### config.mk
export PLATFORM = sky130hd
export DESIGN_NAME = keypad_scan_ctrl
export DESIGN_NICKNAME = d
export VERILOG_FILES = /design/src/rtl/keypad_pkg.sv /design/src/rtl/keypad_scan_ctrl_row_sync.sv /design/src/rtl/keypad_scan_ctrl.sv
export SDC_FILE = /design/constraint.sdc
export NUM_CORES = 1
export LEC_CHECK = 0
export CELL_PAD_IN_SITES_DETAIL_PLACEMENT = 2
export CELL_PAD_IN_SITES_GLOBAL_PLACEMENT = 2
export CORE_UTILIZATION = 30
export CTS_CLUSTER_DIAMETER = 120
export DETAILED_ROUTE_END_ITERATION = 7
export PLACE_DENSITY_LB_ADDON = 0.05
export SYNTH_ARGS = -nofsm -noshare
export SYNTH_HDL_FRONTEND = slang
export SYNTH_SLANG_ARGS = --single-unit
### constraint.sdc
create_clock -name clk -period 2.05 [get_ports clk]
set_input_delay 0.615 -clock clk [delete_from_list [all_inputs] [get_ports clk]]
set_output_delay 0.615 -clock clk [all_outputs]
set_load 0.02 [all_outputs]
### src/rtl/keypad_pkg.sv
`timescale 1ns/1ps
// Shared types and constants for the keypad scan controller.
package keypad_pkg;

    typedef enum logic [1:0] {
        SCAN     = 2'd0,
        DEBOUNCE = 2'd1,
        HELD     = 2'd2,
        RELEASE  = 2'd3
    } scan_state_t;

    // Hex code of each key, indexed [row][col].
    localparam logic [3:0] KEY_MAP [4][4] = '{
        '{4'h1, 4'h2, 4'h3, 4'hA},
        '{4'h4, 4'h5, 4'h6, 4'hB},
        '{4'h7, 4'h8, 4'h9, 4'hC},
        '{4'hE, 4'h0, 4'hF, 4'hD}
    };

    // One-cold column drive: only the selected column is pulled low.
    function automatic logic [3:0] col_drive(input logic [1:0] col);
        return ~(4'b0001 << col);
    endfunction

endpackage

### src/rtl/keypad_scan_ctrl_row_sync.sv
`timescale 1ns/1ps
// Two-flop synchronizer for the asynchronous, active-low keypad rows.
module row_sync (
    input  logic       clk,
    input  logic       rst_n,
    input  logic [3:0] rows_raw,
    output logic [3:0] rows_synced
);

    logic [3:0] meta_q;

    // Resets to all-ones so an idle keypad (all rows pulled up) is the reset view.
    always_ff @(posedge clk or negedge rst_n) begin
        if (!rst_n) begin
            meta_q      <= 4'hF;
            rows_synced <= 4'hF;
        end else begin
            meta_q      <= rows_raw;
            rows_synced <= meta_q;
        end
    end

endmodule

### src/rtl/keypad_scan_ctrl.sv
`timescale 1ns/1ps
// Tick-driven 4x4 keypad scanner with debounce, key encode and a digit shift register.
module keypad_scan_ctrl
    import keypad_pkg::*;
#(
    parameter int DEBOUNCE_TICKS = 3,
    parameter int N              = 4
) (
    input  logic           clk,
    input  logic           rst_n,
    input  logic           tick,
    input  logic           clear,
    input  logic [3:0]     rows,
    output logic [3:0]     cols,
    output logic           pressed,
    output logic           key_valid,
    output logic [3:0]     key,
    output logic [4*N-1:0] value
);

    localparam int                CNT_W    = $clog2(DEBOUNCE_TICKS + 1);
    localparam logic [CNT_W-1:0]  CNT_DONE = CNT_W'(DEBOUNCE_TICKS);
    localparam int                VAL_W    = 4 * N;

    scan_state_t      state_q, state_d;
    logic [1:0]       col_q, col_d;
    logic [1:0]       row_q, row_d;
    logic [CNT_W-1:0] cnt_q, cnt_d;
    logic [CNT_W-1:0] cnt_inc;
    logic [3:0]       rs;
    logic             hit;
    logic [1:0]       hit_row;
    logic             accept;
    logic [3:0]       key_code;

    row_sync u_row_sync (
        .clk         (clk),
        .rst_n       (rst_n),
        .rows_raw    (rows),
        .rows_synced (rs)
    );

    // Find the lowest-index row pulled low; that row wins when several are low.
    always_comb begin
        hit     = 1'b0;
        hit_row = 2'd0;
        for (int i = 3; i >= 0; i--) begin
            if (!rs[i]) begin
                hit     = 1'b1;
                hit_row = 2'(i);
            end
        end
    end

    // Next-state logic; the FSM only moves on tick cycles, and col stays frozen while a key is tracked.
    always_comb begin
        state_d  = state_q;
        col_d    = col_q;
        row_d    = row_q;
        cnt_d    = cnt_q;
        accept   = 1'b0;
        cnt_inc  = cnt_q + CNT_W'(1);
        if (tick) begin
            unique case (state_q)
                SCAN: begin
                    if (hit) begin
                        row_d = hit_row;
                        cnt_d = CNT_W'(1);
                        if (DEBOUNCE_TICKS == 1) begin
                            state_d = HELD;
                            accept  = 1'b1;
                        end else begin
                            state_d = DEBOUNCE;
                        end
                    end else begin
                        col_d = col_q + 2'd1;
                    end
                end
                DEBOUNCE: begin
                    if (hit && (hit_row == row_q)) begin
                        cnt_d = cnt_inc;
                        if (cnt_inc == CNT_DONE) begin
                            state_d = HELD;
                            accept  = 1'b1;
                        end
                    end else begin
                        state_d = SCAN;
                        col_d   = col_q + 2'd1;
                    end
                end
                HELD: begin
                    if (rs[row_q]) begin
                        cnt_d = CNT_W'(1);
                        if (DEBOUNCE_TICKS == 1) begin
                            state_d = SCAN;
                            col_d   = col_q + 2'd1;
                        end else begin
                            state_d = RELEASE;
                        end
                    end
                end
                RELEASE: begin
                    if (rs[row_q]) begin
                        cnt_d = cnt_inc;
                        if (cnt_inc == CNT_DONE) begin
                            state_d = SCAN;
                            col_d   = col_q + 2'd1;
                        end
                    end else begin
                        state_d = HELD;
                    end
                end
                default: begin
                    state_d = SCAN;
                end
            endcase
        end
    end

    // Code of the key under the row being latched and the frozen column.
    always_comb begin
        key_code = KEY_MAP[row_d][col_q];
        pressed  = (state_q == HELD) || (state_q == RELEASE);
    end

    // FSM state, scan position and the registered column drive.
    always_ff @(posedge clk or negedge rst_n) begin
        if (!rst_n) begin
            state_q <= SCAN;
            col_q   <= 2'd0;
            row_q   <= 2'd0;
            cnt_q   <= '0;
            cols    <= 4'b1110;
        end else begin
            state_q <= state_d;
            col_q   <= col_d;
            row_q   <= row_d;
            cnt_q   <= cnt_d;
            cols    <= col_drive(col_d);
        end
    end

    // Accepted-key outputs; a clear in the accept cycle keeps only the new digit.
    always_ff @(posedge clk or negedge rst_n) begin
        if (!rst_n) begin
            key_valid <= 1'b0;
            key       <= 4'h0;
            value     <= '0;
        end else begin
            key_valid <= accept;
            if (accept) begin
                key <= key_code;
            end
            if (clear) begin
                value <= accept ? VAL_W'(key_code) : '0;
            end else if (accept) begin
                value <= (value << 4) | VAL_W'(key_code);
            end
        end
    end

endmodule

==> qor.txt <==
setup TNS = 0 ps
Synth Register Bits = 41
synthesized area per cell = 11.6 um2
Final Setup Violations = 0
Clock Tree Root = clkbuf_8
Reg-to-Reg End = value[5]
CTS tree = yes
top cells by count, synth = 30 x dfrtp_1, 19 x nor2_1, 12 x mux2i_1
status = completed
RSZ-0062 raised after global routing = true
reg2reg setup slack = 80 ps
boundary pin count = 34
Worst Clk Skew = 6.22 ps
first-pass GRT wire length = 8.15 mm
Pwr Density = 1190 nW/um2
Post-Synth Simple-Gate Area = 14.3%
final wirelength = 4.79 mm
Seq pwr share = 38.4%
GRT overflow = 0
clock transition at the registers of the reported paths = 80 ps
max_cap viols = 0
count leader, synth = dfrtp_1
core area = 5890 um2
Synth top area share = 41.2%
# DRC = 0
proportion of power drawn by combinational gates = 40.3%
crit end category = output pin
Clock Latency Late Sink = 290 ps
placed standard-cell area = 2380 um2
largest family of logic cells by synthesized area = simple AND/OR/NAND/NOR gates
Hold Crit Class = primary input to async pin
final net count = 217
Final Cycle Share = 98.2%
Die ar. = 6400 um2
DR pass1 iterations = 4
Post-Synth Adder-Cell Area = 0.686%
Startpoint Class = flop
min Tclk post-route = 2010 ps
Final GP Congestion = 0.744
CP max FO = 1
initial DRC count = 39
mux cell area share after synthesis = 11.7%
port bufs = 33
cts hold-fix bufs = 0
Post-synth EDFFs = 0
R2R cell count = 9
max-slew violations = 0
Synth Instances = 157
fin area = 2550 um2
Detail Route Antenna Nets = 0
syn_nets = 166
Slew Limit Headroom = 66.1%
share of cells above drive strength 1 = 27.8%
worst slew pin tran = 509 ps
area growth from synthesis to layout = 39.6%
xor/xnor cell area share of the yosys netlist = 1.44%
sequential area share after synthesis = 57.0%
Die Ht = 80.0 um
WP buf/inv = 1
Crit Reg-Reg Startpoint = u_row_sync.rows_synced[2]
Clock Path Buffers = 2
internal power = 1940 uW
CP Data Required Time = 1430 ps
Routed WL per cell = 16.8 um
largest net degree at the start of global routing = 24
Clk pwr share = 21.4%
DPL Wire Length = 3.48 mm
compound-cell area share of the yosys netlist = 10.7%
FMAX = 497 MHz
data arrival time of the worst path = 1400 ps
Num CTS Buffers = 5
via count = 1385
crit-path leading delay family = buffers and inverters
highest cell delay on the worst timing path = 590 ps
worst slack, placed = -660 ps
CTS Sinks = 41
Site Rows = 28
Die Wd = 80.0 um
cell accounting for the most synthesized area = dfrtp_1
Synth Flop Type = dfrtp_1
Vias/cell = 4.88
CP max stage cell = clkdlybuf4s50_1
final worst setup slack = 37.9 ps
htree depth = 2
leak pwr = 0.00107 uW
Net Sw Frac = 36.1%
Power Total = 3040 uW
switching power total = 1090 uW
VDD IR max = 0.000434 V
Diodes inserted = 0
top cells by area, synth = dfrtp_1 41%, dfstp_2 16%, mux2i_1 6.6%
Post-Route Utilization = 43.3%
critical path type = flop to output pin
YS warnings = 0
initial antenna violation count = 0
total track usage = 16.9%
Final Hold Fails = 0
synth unique cells = 47
Post-Syn Area = 1820 um2
Async SR Flop Fraction = 100%
cells along the critical path = clkdlybuf4s50_1
vias in the first global route = 1601
starting density of the core = 31.0%
-- through the flow --
stage	cells	hold slack, ps
after floorplan	157	319
after CTS	283	289
after global placement	273	348
after detailed placement	273	347
final	284	284
after global routing	284	310
-- sequential cells by signal, indices dropped and copies added (netlist names) --
signal	count
row_q	2
col_q	2
cols	4
value	16
state_q	2
u_row_sync.rows_synced	4
key_valid	1
u_row_sync.meta_q	4
key	4
cnt_q	2
-- repair_timing --
action | 4_1_cts | 5_1_grt
setup endpoints to repair | 14 | 22
setup buffers | 2 | 1
gates resized for setup | 7 | 6
pin swaps | 2 | 4
-- kinds of logic (layout without fill, tap and decap cells) --
logic type | count (synthesis) | after routing
flip-flops | 41 | 41
AND/OR/NAND/NOR | 48 | 48
adder cells (fa/ha/maj) | 1 | 1
AO/OA/AOI/OAI | 30 | 30
XOR/XNOR | 3 | 3
multiplexers | 19 | 19
buffers and inverters | 15 | 67
-- layout by cell type, fill, tap and decap left out, types with 2 or more instances in the layout --
| master | instances |
|---|---|
| a21oi_1 | 4 |
| buf_12 | 5 |
| buf_4 | 14 |
| clkbuf_8 | 5 |
| clkdlybuf4s50_1 | 29 |
| dfrtp_1 | 30 |
| dfstp_2 | 11 |
| dlymetal6s2s_1 | 2 |
| inv_1 | 6 |
| mux2_2 | 5 |
| mux2i_1 | 12 |
| nand2_1 | 8 |
| nand2b_1 | 3 |
| nand3_1 | 3 |
| nand4_1 | 2 |
| nor2_1 | 19 |
| nor3_1 | 2 |
| o21ai_0 | 8 |
| o21ai_1 | 2 |
| xnor2_1 | 2 |
-- final cells by class --
class                   count  area [um2]
clock buffers               6        72.6
clock inverters             2        38.8
fillers                   614        3340
inverters                   7        26.3
multi-input cells         101         746
flip-flops and latches     41        1040
well taps                  75        93.8
repair buffers             52         531
-- worst max path at each step --
stage               depth (start not counted)                 startpoint        end  slack [ps]
floorplan                                   8                       tick     key[3]          60
global placement                            8                       tick     key[3]        -520
detailed placement                          8                       tick     key[3]        -660
CTS                                         9  u_row_sync.rows_synced[2]  value[14]           9
global route                                7  u_row_sync.rows_synced[1]   col_q[1]         -20
finish                                      1                    cols[2]    cols[2]          40
-- layer usage --
metal  wire (um)  up-vias  share of wire, %  global-route usage (%)
li1            -      651                 -                       -
met1        2090      696                44                    20.5
met2        2460       32                51                    29.5
met3         180        6               3.8                    4.00
met4          47        0              0.98                    5.18
met5           0        -                 0                       0
-- power groups by stage --
| stage | combinational [uW] | sequential (uW) | clock (uW) |
|---|---|---|---|
| 5_1_grt | 1350 | 1190 | 701 |
| 6_report | 1220 | 1160 | 649 |
| 2_1_floorplan | 682 | 1200 | 0 |
| 3_3_place_gp | 1100 | 1160 | 0 |
| 3_5_place_dp | 1170 | 1180 | 0 |
| 4_1_cts | 1220 | 1170 | 682 |
No activity file was read; power rests on OpenSTA's default activity.
